<file path="config.mk">
export PLATFORM = sky130hd
export DESIGN_NAME = uart_rx_frame_engine_flat
export DESIGN_NICKNAME = d
export VERILOG_FILES = /design/src/rtl/uart_rx_pkg.sv /design/src/rtl/uart_rx_frame_engine_if.sv /design/src/rtl/uart_rx_majority_vote.sv /design/src/rtl/uart_rx_frame_engine.sv /design/src/flat_wrapper.sv
export SDC_FILE = /design/constraint.sdc
export NUM_CORES = 1
export LEC_CHECK = 0
export BUFFER_PORTS_ARGS = -buffer_cell sky130_fd_sc_hd__buf_2
export CELL_PAD_IN_SITES_DETAIL_PLACEMENT = 0
export CELL_PAD_IN_SITES_GLOBAL_PLACEMENT = 2
export CORE_MARGIN = 2
export CORE_UTILIZATION = 40
export DETAILED_ROUTE_END_ITERATION = 8
export PLACE_DENSITY_LB_ADDON = 0.05
export SETUP_SLACK_MARGIN = 0.15
export SLEW_MARGIN = 10
export SYNTH_ARGS = -nofsm -noshare
export SYNTH_HDL_FRONTEND = slang
export SYNTH_HIERARCHICAL = 1
export SYNTH_SLANG_ARGS = --single-unit
</file>
<file path="constraint.sdc">
create_clock -name pclk -period 6.3 [get_ports pclk]
set_input_delay 0.945 -clock pclk [delete_from_list [all_inputs] [get_ports pclk]]
set_output_delay 0.945 -clock pclk [all_outputs]
set_load 0.005 [all_outputs]
</file>
<file path="src/rtl/uart_rx_pkg.sv">
// Shared types and constants for the UART receive frame engine.
// State encoding, frame limits and majority-vote sample positions.
package uart_rx_pkg;

    typedef enum logic [2:0] {
        ST_IDLE,
        ST_START,
        ST_DATA,
        ST_PARITY,
        ST_STOP,
        ST_BREAK
    } rx_state_e;

    localparam int TIMEOUT_BITS  = 40;
    localparam int MIN_DATA_BITS = 5;

    // Vote offsets relative to the bit midpoint OVS/2.
    localparam int VOTE_FIRST = -1;
    localparam int VOTE_MID   = 0;
    localparam int VOTE_LAST  = 1;

    function automatic int vote_pos(input int ovs, input int ofs);
        return ovs / 2 + ofs;
    endfunction

    function automatic logic [3:0] clamp_bits(
        input logic [3:0] req,
        input int         dmax
    );
        if (int'(req) < MIN_DATA_BITS) return 4'(MIN_DATA_BITS);
        if (int'(req) > dmax) return 4'(dmax);
        return req;
    endfunction

endpackage

</file>
<file path="src/rtl/uart_rx_frame_engine_if.sv">
// Line, configuration and output-register signals of the UART RX engine.
// master: line/config driver and consumer; slave: the receive engine.
interface uart_rx_frame_engine_if #(
    parameter int DATA_MAX = 9
);
    logic                enable;
    logic                sample_tick;
    logic                rxd;
    logic [3:0]          cfg_data_bits;
    logic                cfg_parity_en;
    logic                cfg_parity_odd;
    logic                cfg_stop2;
    logic [DATA_MAX-1:0] rx_data;
    logic                rx_valid;
    logic                rx_ready;
    logic                err_parity;
    logic                err_frame;
    logic                err_overrun;
    logic                rx_break;
    logic                rx_timeout;
    logic                busy;

    modport master (
        output enable, sample_tick, rxd,
        output cfg_data_bits, cfg_parity_en,
        output cfg_parity_odd, cfg_stop2, rx_ready,
        input  rx_data, rx_valid, err_parity,
        input  err_frame, err_overrun, rx_break,
        input  rx_timeout, busy
    );

    modport slave (
        input  enable, sample_tick, rxd,
        input  cfg_data_bits, cfg_parity_en,
        input  cfg_parity_odd, cfg_stop2, rx_ready,
        output rx_data, rx_valid, err_parity,
        output err_frame, err_overrun, rx_break,
        output rx_timeout, busy
    );
endinterface

</file>
<file path="src/rtl/uart_rx_majority_vote.sv">
// Captures three oversamples around the bit midpoint and resolves
// a 2-of-3 majority on the third sample tick (resolve_o strobe).
module uart_rx_majority_vote
    import uart_rx_pkg::*;
#(
    parameter int OVS = 16,
    parameter int CW  = $clog2(OVS)
) (
    input  logic          clk_i,
    input  logic          rst_i,
    input  logic          tick_i,
    input  logic [CW-1:0] cnt_i,
    input  logic          bit_i,
    output logic          bit_val_o,
    output logic          resolve_o
);
    localparam logic [CW-1:0] P0 = CW'(vote_pos(OVS, VOTE_FIRST));
    localparam logic [CW-1:0] P1 = CW'(vote_pos(OVS, VOTE_MID));
    localparam logic [CW-1:0] P2 = CW'(vote_pos(OVS, VOTE_LAST));

    logic [1:0] s_q;

    // Hold the first two samples of the current bit.
    always_ff @(posedge clk_i or posedge rst_i) begin
        if (rst_i) begin
            s_q <= 2'b11;
        end else if (tick_i) begin
            if (cnt_i == P0) s_q[0] <= bit_i;
            if (cnt_i == P1) s_q[1] <= bit_i;
        end
    end

    assign resolve_o = tick_i && (cnt_i == P2);
    assign bit_val_o = (s_q[0] & s_q[1]) |
                       (s_q[0] & bit_i) |
                       (s_q[1] & bit_i);
endmodule

</file>
<file path="src/rtl/uart_rx_frame_engine.sv">
// UART receive engine: start detect, voted bit sampling, frame checks,
// break detect, output register. Optional idle timeout: UART_RX_TIMEOUT_EN.
module uart_rx_frame_engine
    import uart_rx_pkg::*;
#(
    parameter int DATA_MAX    = 9,
    parameter int OVS         = 16,
    parameter int SYNC_STAGES = 2
) (
    input logic pclk,
    input logic preset,
    uart_rx_frame_engine_if.slave bus
);
    localparam int CW = $clog2(OVS);
    localparam int BW = $clog2(DATA_MAX);

    rx_state_e           state_q, state_d;
    logic [SYNC_STAGES-1:0] sync_q;
    logic [CW-1:0]       tick_q, tick_d, tick_nx;
    logic [BW-1:0]       bit_q, bit_d;
    logic                stop_q, stop_d;
    logic [DATA_MAX-1:0] shreg_q, shreg_d;
    logic                perr_q, perr_d;
    logic                ferr_q, ferr_d;
    logic                zero_q, zero_d;
    logic [3:0]          nbits_q, nbits_d;
    logic                pen_q, pen_d;
    logic                podd_q, podd_d;
    logic                s2_q, s2_d;
    logic                rxd_s, tick, last_tick;
    logic                bit_val, resolve, load;

    logic [DATA_MAX-1:0] data_q;
    logic                valid_q, ep_q, ef_q, ovr_q;

    assign rxd_s     = sync_q[SYNC_STAGES-1];
    assign tick      = bus.sample_tick;
    assign last_tick = (tick_q == CW'(OVS - 1));
    assign tick_nx   = last_tick ? '0 : tick_q + CW'(1);

    // Bring the asynchronous line into the pclk domain.
    always_ff @(posedge pclk or posedge preset) begin
        if (preset) sync_q <= '1;
        else sync_q <= {sync_q[SYNC_STAGES-2:0], bus.rxd};
    end

    uart_rx_majority_vote #(.OVS(OVS), .CW(CW)) u_vote (
        .clk_i     (pclk),
        .rst_i     (preset),
        .tick_i    (tick),
        .cnt_i     (tick_q),
        .bit_i     (rxd_s),
        .bit_val_o (bit_val),
        .resolve_o (resolve)
    );

    // Frame state register and per-frame working registers.
    always_ff @(posedge pclk or posedge preset) begin
        if (preset) begin
            state_q <= ST_IDLE;
            tick_q  <= '0;
            bit_q   <= '0;
            stop_q  <= 1'b0;
            shreg_q <= '0;
            perr_q  <= 1'b0;
            ferr_q  <= 1'b0;
            zero_q  <= 1'b0;
            nbits_q <= '0;
            pen_q   <= 1'b0;
            podd_q  <= 1'b0;
            s2_q    <= 1'b0;
        end else begin
            state_q <= state_d;
            tick_q  <= tick_d;
            bit_q   <= bit_d;
            stop_q  <= stop_d;
            shreg_q <= shreg_d;
            perr_q  <= perr_d;
            ferr_q  <= ferr_d;
            zero_q  <= zero_d;
            nbits_q <= nbits_d;
            pen_q   <= pen_d;
            podd_q  <= podd_d;
            s2_q    <= s2_d;
        end
    end

    // Next-state: walk the frame one oversample tick at a time.
    always_comb begin
        state_d = state_q;
        tick_d  = tick_q;
        bit_d   = bit_q;
        stop_d  = stop_q;
        shreg_d = shreg_q;
        perr_d  = perr_q;
        ferr_d  = ferr_q;
        zero_d  = zero_q;
        nbits_d = nbits_q;
        pen_d   = pen_q;
        podd_d  = podd_q;
        s2_d    = s2_q;
        load    = 1'b0;
        if (!bus.enable) begin
            state_d = ST_IDLE;
            tick_d  = '0;
            bit_d   = '0;
            stop_d  = 1'b0;
        end else if (tick) begin
            unique case (state_q)
                ST_IDLE: begin
                    if (!rxd_s) begin
                        state_d = ST_START;
                        tick_d  = '0;
                        bit_d   = '0;
                        stop_d  = 1'b0;
                        shreg_d = '0;
                        perr_d  = 1'b0;
                        ferr_d  = 1'b0;
                        zero_d  = 1'b1;
                        nbits_d = clamp_bits(bus.cfg_data_bits, DATA_MAX);
                        pen_d   = bus.cfg_parity_en;
                        podd_d  = bus.cfg_parity_odd;
                        s2_d    = bus.cfg_stop2;
                    end
                end
                ST_START: begin
                    tick_d = tick_nx;
                    if (resolve && bit_val) begin
                        state_d = ST_IDLE;
                        tick_d  = '0;
                    end else if (last_tick) begin
                        state_d = ST_DATA;
                    end
                end
                ST_DATA: begin
                    tick_d = tick_nx;
                    if (resolve) begin
                        shreg_d[bit_q] = bit_val;
                        if (bit_val) zero_d = 1'b0;
                    end
                    if (last_tick) begin
                        if (bit_q == BW'(nbits_q - 4'd1)) begin
                            bit_d   = '0;
                            state_d = pen_q ? ST_PARITY : ST_STOP;
                        end else begin
                            bit_d = bit_q + BW'(1);
                        end
                    end
                end
                ST_PARITY: begin
                    tick_d = tick_nx;
                    if (resolve) begin
                        if (bit_val != (^shreg_q ^ podd_q)) perr_d = 1'b1;
                        if (bit_val) zero_d = 1'b0;
                    end
                    if (last_tick) state_d = ST_STOP;
                end
                ST_STOP: begin
                    tick_d = tick_nx;
                    if (resolve) begin
                        if (!stop_q && zero_q && !bit_val) begin
                            state_d = ST_BREAK;
                        end else begin
                            ferr_d = ferr_q | ~bit_val;
                            if (!s2_q || stop_q) begin
                                load    = 1'b1;
                                state_d = ST_IDLE;
                                tick_d  = '0;
                                stop_d  = 1'b0;
                            end
                        end
                    end else if (last_tick) begin
                        stop_d = 1'b1;
                    end
                end
                ST_BREAK: begin
                    tick_d = tick_nx;
                    if (resolve && bit_val) begin
                        state_d = ST_IDLE;
                        tick_d  = '0;
                    end
                end
                default: state_d = ST_IDLE;
            endcase
        end
    end

    // Output register: hold until handshake, drop frames that collide.
    always_ff @(posedge pclk or posedge preset) begin
        if (preset) begin
            data_q  <= '0;
            valid_q <= 1'b0;
            ep_q    <= 1'b0;
            ef_q    <= 1'b0;
            ovr_q   <= 1'b0;
        end else begin
            ovr_q <= 1'b0;
            if (load) begin
                if (!valid_q || bus.rx_ready) begin
                    data_q  <= shreg_q;
                    ep_q    <= perr_q;
                    ef_q    <= ferr_d;
                    valid_q <= 1'b1;
                end else begin
                    ovr_q <= 1'b1;
                end
            end else if (valid_q && bus.rx_ready) begin
                valid_q <= 1'b0;
            end
        end
    end

`ifdef UART_RX_TIMEOUT_EN
    logic [CW-1:0] itick_q;
    logic [5:0]    ibits_q;
    logic          armed_q, tout_q;

    // Count idle bit periods; fire once per armed idle stretch.
    always_ff @(posedge pclk or posedge preset) begin
        if (preset) begin
            itick_q <= '0;
            ibits_q <= '0;
            armed_q <= 1'b0;
            tout_q  <= 1'b0;
        end else begin
            tout_q <= 1'b0;
            if (load) armed_q <= 1'b1;
            if (state_q != ST_IDLE) begin
                itick_q <= '0;
                ibits_q <= '0;
            end else if (bus.enable && tick && rxd_s &&
                         ibits_q < 6'(TIMEOUT_BITS)) begin
                if (itick_q == CW'(OVS - 1)) begin
                    itick_q <= '0;
                    ibits_q <= ibits_q + 6'd1;
                    if (ibits_q == 6'(TIMEOUT_BITS - 1) && armed_q) begin
                        tout_q  <= 1'b1;
                        armed_q <= 1'b0;
                    end
                end else begin
                    itick_q <= itick_q + CW'(1);
                end
            end
        end
    end

    assign bus.rx_timeout = tout_q;
`else
    assign bus.rx_timeout = 1'b0;
`endif

    assign bus.rx_data     = data_q;
    assign bus.rx_valid    = valid_q;
    assign bus.err_parity  = ep_q;
    assign bus.err_frame   = ef_q;
    assign bus.err_overrun = ovr_q;
    assign bus.rx_break    = (state_q == ST_BREAK);
    assign bus.busy        = (state_q != ST_IDLE);
endmodule

</file>
<file path="src/flat_wrapper.sv">
// flat-port wrapper written by rule: the top's interface ports become plain ports
module uart_rx_frame_engine_flat import uart_rx_pkg::*;
#(
    parameter int DATA_MAX    = 9,
    parameter int OVS         = 16,
    parameter int SYNC_STAGES = 2
)
  (pclk, preset, bus_enable, bus_sample_tick, bus_rxd, bus_cfg_data_bits, bus_cfg_parity_en, bus_cfg_parity_odd, bus_cfg_stop2, bus_rx_ready, bus_rx_data, bus_rx_valid, bus_err_parity, bus_err_frame, bus_err_overrun, bus_rx_break, bus_rx_timeout, bus_busy);
  uart_rx_frame_engine_if #(.DATA_MAX(DATA_MAX)) bus_i ();
  input logic pclk;
  input logic preset;
  input wire logic [$bits(bus_i.enable)-1:0] bus_enable;
  input wire logic [$bits(bus_i.sample_tick)-1:0] bus_sample_tick;
  input wire logic [$bits(bus_i.rxd)-1:0] bus_rxd;
  input wire logic [$bits(bus_i.cfg_data_bits)-1:0] bus_cfg_data_bits;
  input wire logic [$bits(bus_i.cfg_parity_en)-1:0] bus_cfg_parity_en;
  input wire logic [$bits(bus_i.cfg_parity_odd)-1:0] bus_cfg_parity_odd;
  input wire logic [$bits(bus_i.cfg_stop2)-1:0] bus_cfg_stop2;
  input wire logic [$bits(bus_i.rx_ready)-1:0] bus_rx_ready;
  output wire logic [$bits(bus_i.rx_data)-1:0] bus_rx_data;
  output wire logic [$bits(bus_i.rx_valid)-1:0] bus_rx_valid;
  output wire logic [$bits(bus_i.err_parity)-1:0] bus_err_parity;
  output wire logic [$bits(bus_i.err_frame)-1:0] bus_err_frame;
  output wire logic [$bits(bus_i.err_overrun)-1:0] bus_err_overrun;
  output wire logic [$bits(bus_i.rx_break)-1:0] bus_rx_break;
  output wire logic [$bits(bus_i.rx_timeout)-1:0] bus_rx_timeout;
  output wire logic [$bits(bus_i.busy)-1:0] bus_busy;
  assign bus_i.enable = bus_enable;
  assign bus_i.sample_tick = bus_sample_tick;
  assign bus_i.rxd = bus_rxd;
  assign bus_i.cfg_data_bits = bus_cfg_data_bits;
  assign bus_i.cfg_parity_en = bus_cfg_parity_en;
  assign bus_i.cfg_parity_odd = bus_cfg_parity_odd;
  assign bus_i.cfg_stop2 = bus_cfg_stop2;
  assign bus_i.rx_ready = bus_rx_ready;
  assign bus_rx_data = bus_i.rx_data;
  assign bus_rx_valid = bus_i.rx_valid;
  assign bus_err_parity = bus_i.err_parity;
  assign bus_err_frame = bus_i.err_frame;
  assign bus_err_overrun = bus_i.err_overrun;
  assign bus_rx_break = bus_i.rx_break;
  assign bus_rx_timeout = bus_i.rx_timeout;
  assign bus_busy = bus_i.busy;
  uart_rx_frame_engine #(.DATA_MAX(DATA_MAX), .OVS(OVS), .SYNC_STAGES(SYNC_STAGES)) u_core (.pclk(pclk), .preset(preset), .bus(bus_i));
endmodule
</file>
Word level (Yosys, flattened, before mapping)
Cells that the tools add are included.
{"block": "classes", "addsub": 3, "mul": 0, "div_mod_pow": 0, "n_lt_le_gt_ge": 4, "n_eq_ne": 33, "shift": 0, "n_mux": 81, "bitwise_logic": 9, "n_reduce_logical": 33}
{"cell": "4-bit 2-to-1 mux", "count": 16}
{"cell": "1-bit 2-to-1 mux", "count": 40}
{"cell": "3-bit 2-to-1 mux", "count": 13}
{"cell": "9-bit 2-to-1 mux", "count": 2}
{"cell": "3-bit one-hot mux with 6 select lines", "count": 1}
{"cell": "9-bit one-hot mux with 2 select lines", "count": 1}
{"cell": "6-bit AND reduction", "count": 3}
{"cell": "4-bit one-hot mux with 4 select lines", "count": 1}
{"cell": "3-bit by 2-bit != test with 1-bit output (second input constant)", "count": 5}
{"cell": "4-bit == test (second input constant)", "count": 3}
{"cell": "2-bit by 1-bit != test with 1-bit output (second input constant)", "count": 6}
{"cell": "4-bit by 2-bit != test with 1-bit output (second input constant)", "count": 3}
{"cell": "9-bit bitwise mux", "count": 1}
{"cell": "9-bit AND reduction", "count": 1}
{"cell": "9-bit XOR reduction", "count": 1}
{"cell": "4-bit by 1-bit adder with 4-bit output (second input constant)", "count": 2}
{"cell": "4-bit != test (second input constant)", "count": 2}
{"cell": "1-bit one-hot mux with 2 select lines", "count": 4}
{"cell": "4-bit one-hot mux with 2 select lines", "count": 1}
{"cell": "2-bit AND reduction", "count": 4}
{"cell": "4-bit AND reduction", "count": 2}
{"cell": "2-bit nonzero test", "count": 4}
{"cell": "3-bit by 2-bit == test with 1-bit output (second input constant)", "count": 2}
{"cell": "3-bit == test (second input constant)", "count": 2}
{"cell": "other kinds (26)", "count": 43}
{"block": "word_totals", "regBits": 48, "latchBits": 0, "mem_bits_rw": 0, "rom_bits": 0, "inputBits": 13, "out_inout_bits": 16, "wordCells": 183, "n_memories": 0}

Logic depth before layout (Yosys ltp)
Gate-level depths: netlist of run 1.
{"block": "depth", "word_depth": 13, "ltp_mapped": 8, "ltp_nobuf": 7}

By module
The synthesis of run 1 kept the hierarchy.
{"module": "uart_rx_frame_engine", "n_inst": 1, "cells_per_inst": 259, "area_each_um2": 2528.7, "seq_area_each_um2": 1153.6}
{"module": "uart_rx_majority_vote", "n_inst": 1, "cells_per_inst": 11, "area_each_um2": 121.4, "seq_area_each_um2": 52.6}

Worst setup path after synthesis of run 1
Ideal clock, no wire load.
{"block": "synth_timing", "kind": "in2reg", "start": "in bus_sample_tick", "end": "reg u_core.state_q[0]", "setup_ns": 0.128, "t_arrival_ns": 2.228, "required_ns": 6.172, "slack_ns": 3.945, "cell_stages": 6, "path_buffers": 0, "path_cell_list": "and4_2 -> nor4b_1 -> nand2_1 -> o21ai_0 -> nor4_4 -> mux2_1"}
{"block": "synth_between", "elab_chain_cells": 6, "elab_cells_between_ends": 11, "cone_classes": "4 x eq/ne; 4 x mux; 3 x reduce/logical"}
{"item": "start, declared", "line_no": "flat_wrapper.sv:13", "rtl": "input wire logic [$bits(bus_i.sample_tick)-1:0] bus_sample_tick;"}
{"item": "1-bit logical AND", "line_no": "uart_rx_majority_vote.sv:33", "rtl": "assign resolve_o = tick_i && (cnt_i == P2);"}
{"item": "1-bit logical AND", "line_no": "uart_rx_frame_engine.sv:128, uart_rx_frame_engine.sv:178"}
{"item": "3-bit 2-to-1 mux", "line_no": "uart_rx_frame_engine.sv:128", "rtl": "if (resolve && bit_val) begin"}
{"item": "3-bit one-hot mux with 6 select lines", "line_no": "uart_rx_frame_engine.sv:109", "rtl": "unique case (state_q)"}
{"item": "3-bit 2-to-1 mux", "line_no": "uart_rx_frame_engine.sv:108", "rtl": "end else if (tick) begin"}
{"item": "3-bit 2-to-1 mux", "line_no": "uart_rx_frame_engine.sv:103", "rtl": "if (!bus.enable) begin"}
{"item": "end signal, assigned", "line_no": "uart_rx_frame_engine.sv:73", "rtl": "state_q <= state_d;"}
{"item": "end, declared", "line_no": "uart_rx_frame_engine.sv:17", "rtl": "rx_state_e state_q, state_d;"}
Parallel ways exist; a longest one is shown, timed or not. The select of a mux whose other input is x is not followed.
A chain may end at the register's enable or synchronous reset.

Final worst setup path of run 1
{"block": "layout_timing", "start": "reg u_core.state_q[2]", "end": "reg u_core.state_q[0]"}
{"block": "layout_between", "elab_chain_cells": 4, "elab_cells_between_ends": 18, "cone_classes": "13 x eq/ne; 3 x mux; 2 x reduce/logical"}
{"item": "3-bit == test, or another cell as far along", "line_no": "uart_rx_frame_engine.sv:109"}
{"item": "3-bit one-hot mux with 6 select lines", "line_no": "uart_rx_frame_engine.sv:109"}
{"item": "3-bit 2-to-1 mux", "line_no": "uart_rx_frame_engine.sv:108"}
{"item": "3-bit 2-to-1 mux", "line_no": "uart_rx_frame_engine.sv:103"}
Parallel ways exist; a longest one is shown, timed or not. The select of a mux whose other input is x is not followed.

==> results.txt, run 1 <==
status - complete, no violations
switching power - 315.8 µW
Initial Utilization - 41.50%
chip width - 85.40 µm
Max Cap Violations - 0
mean post-synth cell area - 9.815 µm²
P per Cell Area - 304.5 nW/µm²
area grow syn2layout - 11.10%
Tcrit/Tclk final - 41.75%
Synth async-reset ratio - 100.0%
Peak VDD IR - 0.1263 mV
Yosys top cell by area - dfrtp_1
max-slew violation count - 0
first-pass GRT wire length - 9335 µm
Inserted Diodes - 0
fmax - 380.2 MHz
fin crit period - 2630 ps
Seq/Total Area, Yosys - 45.51%
vias per inst - 5.307
Slew headroom - 33.79%
crit path kind - flip-flop to flip-flop
Power, Total - 896.4 µW
#FFs+latches synth - 48
total number of vias - 1969
Max FO, Critical Path - 15
Leakage - 1.390 nW
Worst setup SP type - flip-flop
RD Place Congestion - 0.7762
pre-CTS WS - 3551 ps
Cell Count, Final, Fillers Out - 371
CTS root buffer - clkbuf_8
H-tree Lvls - 2
DR pass1 iterations - 4
worst slew pin tran - 991.7 ps
sw frac - 35.23%
total track usage - 15.96%
final WL - 5549 µm
Clk pwr share - 26.0%
Hold Buf Count CTS - 0
unrepaired setup endpoints after global routing - no
CP required - 6490 ps
Reg power frac - 44.8%
nets - 312
Worst Clk Skew - 9.296 ps
Final ANT Viol Nets - 0
initial antenna violation count - 0
largest net degree at the start of global routing - 47
met2 WL - 2360 µm
wl on met1 - 2944 µm
Gate power share - 29.2%
Internal Power - 580.6 µW
Crit. End Element - flip-flop
Syn Nets - 289
die height - 85.40 µm
most frequent cell after synthesis - dfrtp_1
Syn Std Cell Area - 2650 µm²
Post-CTS Repair Setup Buffers - 0
share of the synthesized area in the top cell type - 41.55%
leading register cell type out of synthesis - dfrtp_1
DP HPWL - 3980 µm
Post-synth EDFFs - 0
post-route cell area - 2944 µm²
Rows - 29
Final Hold Viols - 0
total grt overflow - 0
Buffers on Ports - 27
main area contributors after synthesis - dfrtp_1 42%, mux2_2 6.8%, nand2_1 5.5%
placed inst area - 2829 µm²
initial drt markers - 115
core outline area - 6386 µm²
final setup fails - 0
I/O pins - 29
Mapped Cells - 270
met3 WL - 183 µm
Synth cell types - 54
CP arrival - 2820 ps
fill count - 635
DRC violations left - 0
commonest cells in the netlist - 44 x dfrtp_1, 39 x nand2_1, 19 x o21ai_0
top layer in use - met4
share of cells above drive strength 1 - 20.75%
worst min-delay path class - flip-flop to flip-flop
vias in the first global route - 1903
post-CTS resize count - 0
Clock Path Buffers - 2
Clk pin slew, worst setup/hold paths - 90 ps
wire per inst - 14.96 µm
setup TNS - 0 ps
min setup slack post-route - 3670 ps
placed cells - 363
CTS Buf Count - 5
Synth warnings - 6
TritonCTS clock tree - built
Skew-Pair Late Insertion Delay - 310 ps
CTS sink count - 48
DIE AREA - 7292 µm²
[area by class of cell]
cell class	count	area (µm²)	area share (%)
clock inverter	3	46.29	1.572
multi-input combinational	196	1335	45.35
clock buffer	5	68.82	2.337
timing repair buffer	27	135.1	4.590
inverter	15	56.30	1.912
tap	77	96.34	3.272
sequential	48	1206	40.97
[final timing paths]
path	start	end	slack [ps]	cells after the start
worst max-delay path	u_core/state_q[2]$_DFFE_PP0P_	u_core/state_q[0]$_DFFE_PP0P_	3670	5
worst min-delay path	u_core/sync_q[0]$_DFF_PP1_	u_core/sync_q[1]$_DFF_PP1_	360	0
worst max register to register	u_core/state_q[2]$_DFFE_PP0P_	u_core/state_q[0]$_DFFE_PP0P_	3670	5
worst min register to register	u_core/sync_q[0]$_DFF_PP1_	u_core/sync_q[1]$_DFF_PP1_	360	0
max in group asynchronous	preset	u_core/state_q[2]$_DFFE_PP0P_	4820	2
min in group asynchronous	preset	u_core/u_vote/s_q[0]$_DFFE_PP1P_	660	2
[placed cells by master, fill, tap and decap left out, types with 4 or more instances in the layout]
cell type	synthesis	routed
a211oi_1	4	4
a21oi_1	14	14
buf_2	6	27
clkbuf_8	0	5
dfrtp_1	44	44
dfstp_2	4	4
ha_1	6	6
inv_1	14	13
mux2_2	16	16
nand2_1	39	39
nand2b_1	7	7
nand3_1	5	5
nor2_1	10	10
nor2b_1	6	6
nor3_1	7	7
nor4b_1	4	4
o21ai_0	19	19
xnor2_1	10	10
xor2_1	4	4
[power by group through the flow]
stage               logic [mW]  registers, mW  clock network (mW)
floorplan                0.230          0.377                   0
global placement         0.262          0.408                   0
detailed placement       0.262          0.407                   0
CTS                      0.264          0.400               0.241
global route             0.292          0.410               0.253
finish                   0.262          0.401               0.233
[kinds of logic (layout without fill, tap and decap cells)]
kind of cell | after synthesis | count (layout) | share of synthesized area (%)
AND/OR/NAND/NOR | 95 | 95 | 19.07
buffers and inverters | 26 | 50 | 4.107
other | 1 | 1 | 0.1415
XOR/XNOR | 15 | 15 | 5.477
flip-flops | 48 | 48 | 45.51
multiplexers | 20 | 20 | 8.451
AO/OA/AOI/OAI | 58 | 58 | 14.02
adder cells (fa/ha/maj) | 7 | 7 | 3.211
[flip-flops by register name (all words and copies together), names as in the netlist]
| name | count |
|---|---|
| u_core/bus.err_overrun | 1 |
| u_core/stop_q | 1 |
| u_core/bus.err_frame | 1 |
| u_core/shreg_q | 9 |
| u_core/bus.err_parity | 1 |
| u_core/tick_q | 4 |
| u_core/u_vote/s_q | 2 |
| u_core/ferr_q | 1 |
| u_core/bus.rx_data | 9 |
| u_core/sync_q | 2 |
| u_core/zero_q | 1 |
| u_core/nbits_q | 4 |
| u_core/bus.rx_valid | 1 |
| u_core/perr_q | 1 |
| u_core/pen_q | 1 |
| u_core/s2_q | 1 |
| u_core/state_q | 3 |
| u_core/bit_q | 4 |
| u_core/podd_q | 1 |
[worst max-delay path: stages (launching register included)]
cell	delay (ps)
dfrtp_1	560
nand2b_1	210
or2_0	760
o21ai_1	240
nor4_4	410
mux2_1	350
[metrics by stage]
step / hold slack, ps / utilization, %
2_1_floorplan: 345.2 / -
3_3_place_gp: 345.3 / 44.30
3_5_place_dp: 348.1 / 44.30
4_1_cts: 362.1 / 46.10
5_1_grt: 363.9 / 46.10
6_report: 360.7 / 46.10
[per-layer routing]
layer | vias to the layer above | global-route usage (%)
met5 | - | 0
met4 | 0 | 6.061
met3 | 5 | 2.432
met2 | 36 | 24.15
met1 | 941 | 23.02
li1 | 987 | -
No activity file was read; power rests on OpenSTA's default activity.
==> run 2: changes to the inputs <==
Settings changed: CORE_UTILIZATION 40 to 37.
Clock period 6.3 ns to 2.5 ns, I/O delays scaled along.
==> run 2 against run 1 <==
  * Cell count is 7.8% higher
  * Clock skew shrank 0.94 ps
  * Setup slack worse by 3400 ps
  * Power grew to 2.8 times the previous value
  * Utilization is 1.1 points lower
  * Non-clock buffer count increased by 10
  * Routed wire length increased by 3.8%
  * Flip-flop and latch count unchanged
  * Clock power grew to 3.3 times the previous value
  * Die area rose by 7.7%
  * Largest power group unchanged
==> results.txt, run 2 (same netlist as run 1, synthesis figures left out) <==
worst slew pin tran - 558.3 ps
Slew headroom - 62.72%
most frequent cells in the layout - 44 x dfrtp_1, 39 x nand2_1, 27 x buf_2
worst min-delay path class - primary input to async pin
met2 WL - 2572 µm
Inserted Diodes - 0
Clk pin slew, worst setup/hold paths - 90 ps
most frequent CP cell - nand2_1
Clk pwr share - 31.1%
TritonCTS clock tree - built
DRC violations left - 0
CP arrival - 2440 ps
Power, Total - 2.477 mW
total number of vias - 2016
max-slew violation count - 0
H-tree Lvls - 2
unrepaired setup endpoints after global routing - no
Worst Clk Skew - 8.356 ps
Peak VDD IR - 0.3796 mV
final hold slack - 92.63 ps
setup TNS - 0 ps
switching power - 783.8 µW
vias in the first global route - 1903
RD Place Congestion - 0.7391
DIE AREA - 7855 µm²
Final ANT Viol Nets - 0
sw frac - 31.65%
Hold Buf Count CTS - 0
CP required - 2750 ps
fmax - 456.3 MHz
nets - 322
Final Hold Viols - 0
met3 WL - 156 µm
core outline area - 6869 µm²
Crit. End Element - flip-flop
total track usage - 16.05%
fin crit period - 2191 ps
wire per inst - 14.40 µm
commonest non-fill, non-tap cell in the layout - dfrtp_1
total grt overflow - 0
area grow syn2layout - 16.57%
largest net degree at the start of global routing - 26
DR pass1 iterations - 4
Leakage - 1.464 nW
Internal Power - 1.693 mW
CTS root buffer - clkbuf_8
I/O pins - 29
post-CTS resize count - 0
Rows - 30
Max FO, Critical Path - 12
Critical-path top delay cell - a2111o_1
Reg power frac - 40.4%
CTS sink count - 48
die height - 88.63 µm
Cell Count, Final, Fillers Out - 400
P per Cell Area - 801.7 nW/µm²
Max Cap Violations - 0
Buffers on Ports - 27
Final Util - 44.97%
first-pass GRT wire length - 9770 µm
final WL - 5761 µm
vias per inst - 5.040
crit path kind - flip-flop to flip-flop
chip width - 88.63 µm
Skew-Pair Late Insertion Delay - 310 ps
initial drt markers - 122
Initial Utilization - 38.58%
Worst setup SP type - flip-flop
placed cells - 392
initial antenna violation count - 0
CP Cell Sequence - nor2_1 > and4_2 > nor2b_1 > a2111o_1 > nor3_1 > nand2_1 > nand2_1
Critical Path Max Stage Delay - 520 ps
Post-CTS Repair Setup Buffers - 0
wl on met1 - 2974 µm
CP Buf/Inv Count - 0
status - complete, no violations
family with the most delay on the worst path - simple AND/OR/NAND/NOR gates
Gate power share - 28.5%
final setup fails - 0
DP HPWL - 4405 µm
CTS Buf Count - 5
share of cells above drive strength 1 - 23.68%
Tcrit/Tclk final - 87.65%
top layer in use - met4
Clock Path Buffers - 2
[run 2: cell count changes in the layout (fill, tap and decap cells not counted)]
cell / previous run / this run
buf_4: 0 / 10
inv_6: 1 / 0
nand2b_1: 7 / 6
bufinv_16: 1 / 3
clkinvlp_4: 1 / 0
nand2b_2: 0 / 1
[run 2: final timing paths]
kind | slack, ps | end | startpoint | depth (start not counted)
worst max-delay path | 310 | u_core/shreg_q[3]$_DFFE_PP0P_ | u_core/tick_q[2]$_DFFE_PP0P_ | 7
worst min-delay path | 90 | u_core/u_vote/s_q[1]$_DFFE_PP1P_ | preset | 2
worst max register to register | 310 | u_core/shreg_q[3]$_DFFE_PP0P_ | u_core/tick_q[2]$_DFFE_PP0P_ | 7
worst min register to register | 360 | u_core/sync_q[1]$_DFF_PP1_ | u_core/sync_q[0]$_DFF_PP1_ | 0
max in group asynchronous | 1790 | u_core/bus.rx_data[0]$_DFFE_PP0P_ | preset | 3
min in group pclk | 160 | u_core/sync_q[0]$_DFF_PP1_ | bus_rxd | 1
[run 2: final cells by class]
cell class              instances  area [µm²]
inverters                      15       56.30
clock inverters                 3       90.09
multi-input cells             196        1338
clock buffers                   5       68.82
repair buffers                 37       210.2
fillers                       697        3780
well taps                      96       120.1
flip-flops and latches         48        1206
[run 2: power by group through the flow]
stage	Sequential, mW	Clock, mW	Combinational [mW]
CTS	1.00	0.793	0.717
global route	1.02	0.825	0.798
detailed placement	1.02	0	0.714
finish	1.00	0.770	0.705
floorplan	0.951	0	0.580
global placement	1.02	0	0.718
[run 2: layer usage]
layer  GRT usage, %  up-vias
met5              0        -
met4          4.132        0
met3          3.078        5
met2          24.29       33
met1          23.58      963
li1               -     1015
[run 2: stage by stage]
stage / setup slack, ps / instance area [µm²]
2_1_floorplan: 410.9 / 2650
3_3_place_gp: 297.0 / 2928
3_5_place_dp: 279.3 / 2928
4_1_cts: 264.2 / 3087
5_1_grt: 153.1 / 3089
6_report: 308.7 / 3089
==> run 3: changes to the inputs <==
Settings changed: CORE_UTILIZATION 37 to 33, TNS_END_PERCENT from default to 20.
Clock period 2.5 ns to 1.9 ns, I/O delays scaled along.
==> run 3 against run 2 <==
  * The run now ends with setup timing left
  * Sequential share of layout area fell by 7.0 points
  * Setup slack got worse by 420 ps
  * Routed wire length rose by 17%
  * Clock skew is 0.88 ps higher
  * Largest power group is now combinational cells
==> results.txt, run 3 (same netlist as run 1, synthesis figures left out) <==
status - finished, violations left
violated checks - setup timing
DR pass1 iterations - 6
chip width - 93.61 µm
final hold slack - 9.728 ps
fmax - 496.1 MHz
setup TNS - -1493 ps
Peak VDD IR - 0.3920 mV
commonest non-fill, non-tap cell in the layout - buf_4
min setup slack post-route - -115.6 ps
fin crit period - 2016 ps
P per Cell Area - 965.0 nW/µm²
I/O pins - 29
initial antenna violation count - 0
sw frac - 34.78%
Worst setup SP type - flip-flop
Skew-Pair Late Insertion Delay - 310 ps
worst slew pin tran - 502.0 ps
unrepaired setup endpoints after global routing - yes
Crit. End Element - flip-flop
Reg power frac - 35.4%
CTS Buf Count - 5
Max Cap Violations - 0
share of cells above drive strength 1 - 45.79%
RD Place Congestion - 0.7761
Clk pin slew, worst setup/hold paths - 100 ps
initial drt markers - 69
first-pass GRT wire length - 11380 µm
Final ANT Viol Nets - 0
total track usage - 16.68%
core outline area - 7767 µm²
placed cells - 440
Hold Buf Count CTS - 0
CTS root buffer - clkbuf_8
Initial Utilization - 34.12%
most frequent cells in the layout - 55 x buf_4, 44 x dfrtp_1, 35 x nand2_1
vias in the first global route - 2283
die height - 93.61 µm
pre-CTS WS - -83.60 ps
H-tree Lvls - 2
CP Cell Sequence - maj3_2 > buf_6 > nor2b_4 > nand4bb_4 > a211oi_4 > nor4_4 > mux2_4
family with the most delay on the worst path - simple AND/OR/NAND/NOR gates
final WL - 6735 µm
Internal Power - 2.367 mW
total grt overflow - 0
Cell Count, Final, Fillers Out - 458
Critical Path Max Stage Delay - 390 ps
DRC violations left - 0
switching power - 1.262 mW
CP Buf/Inv Count - 1
Slew headroom - 66.49%
Tcrit/Tclk final - 106.1%
Leakage - 1.851 nW
Clk pwr share - 22.0%
DP HPWL - 4949 µm
Critical-path top delay cell - dfstp_2
Max FO, Critical Path - 4
Gate power share - 42.7%
CP required - 2090 ps
CTS sink count - 48
Inserted Diodes - 0
total number of vias - 2250
DIE AREA - 8763 µm²
wire per inst - 14.71 µm
Buffers on Ports - 27
Worst Clk Skew - 9.231 ps
Rows - 32
CP arrival - 2210 ps
crit path kind - flip-flop to flip-flop
Clock Path Buffers - 2
area grow syn2layout - 41.93%
final setup fails - 25
largest net degree at the start of global routing - 28
TritonCTS clock tree - built
Power, Total - 3.630 mW
nets - 374
vias per inst - 4.913
max-slew violation count - 0
Final Hold Viols - 0
worst min-delay path class - primary input to async pin
run 3: changes by cell type in the layout (fill, tap and decap cells not counted), moves of 3 or more:
cell,previous run,this run
o21ai_2,0,6
buf_4,10,55
nand2b_4,0,3
o21ai_0,19,9
nor4b_1,4,1
buf_6,0,5
nand2_1,39,35
o21ai_1,3,6
run 3: final timing paths:
kind	slack, ps	depth (start not counted)	endpoint	startpoint
max reg2reg	-120	7	u_core/state_q[0]$_DFFE_PP0P_	u_core/sync_q[1]$_DFF_PP1_
max	-120	7	u_core/state_q[0]$_DFFE_PP0P_	u_core/sync_q[1]$_DFF_PP1_
max in group asynchronous	1330	3	u_core/sync_q[1]$_DFF_PP1_	preset
min	10	2	u_core/tick_q[2]$_DFFE_PP0P_	preset
min in group pclk	60	1	u_core/sync_q[0]$_DFF_PP1_	bus_rxd
min reg2reg	370	0	u_core/sync_q[1]$_DFF_PP1_	u_core/sync_q[0]$_DFF_PP1_
run 3: repair_timing:
item,in CTS,in global routing
endpoints found under the setup margin,37,40
setup buffers,10,0
resized for setup,27,37
pin swaps,11,21
hold endpoints to repair,0,0
run 3: layout make-up:
class                      count  area, µm²
clock inverter                 2      38.79
sequential                    48       1206
fill                         762       4006
multi-input combinational    196       1610
clock buffer                   6      82.58
timing repair buffer          89      639.4
inverter                      15      56.30
tap                          102      127.6
run 3: metrics by stage:
| step | utilization (%) | area (µm²) |
|---|---|---|
| 2_1_floorplan | - | 2695 |
| 3_3_place_gp | 42.38 | 3292 |
| 3_5_place_dp | 42.38 | 3292 |
| 4_1_cts | 46.17 | 3586 |
| 5_1_grt | 48.42 | 3761 |
| 6_report | 48.42 | 3761 |
run 3: power groups by stage:
stage	registers, mW	logic, mW	clock network [mW]
after floorplan	1.25	0.769	0
after global placement	1.28	1.31	0
after detailed placement	1.28	1.31	0
after CTS	1.27	1.44	0.837
after global routing	1.30	1.70	0.882
final	1.28	1.55	0.798
run 3: routing by layer:
metal  wire, µm  vias up  global-route usage, %  part of all wire [%]
met1       3213     1088                  21.94                    48
li1           -     1115                      -                     -
met4         88        0                  5.314                   1.3
met5          0        -                      0                     0
met3        199        6                  2.901                   3.0
met2       3234       41                  27.94                    48
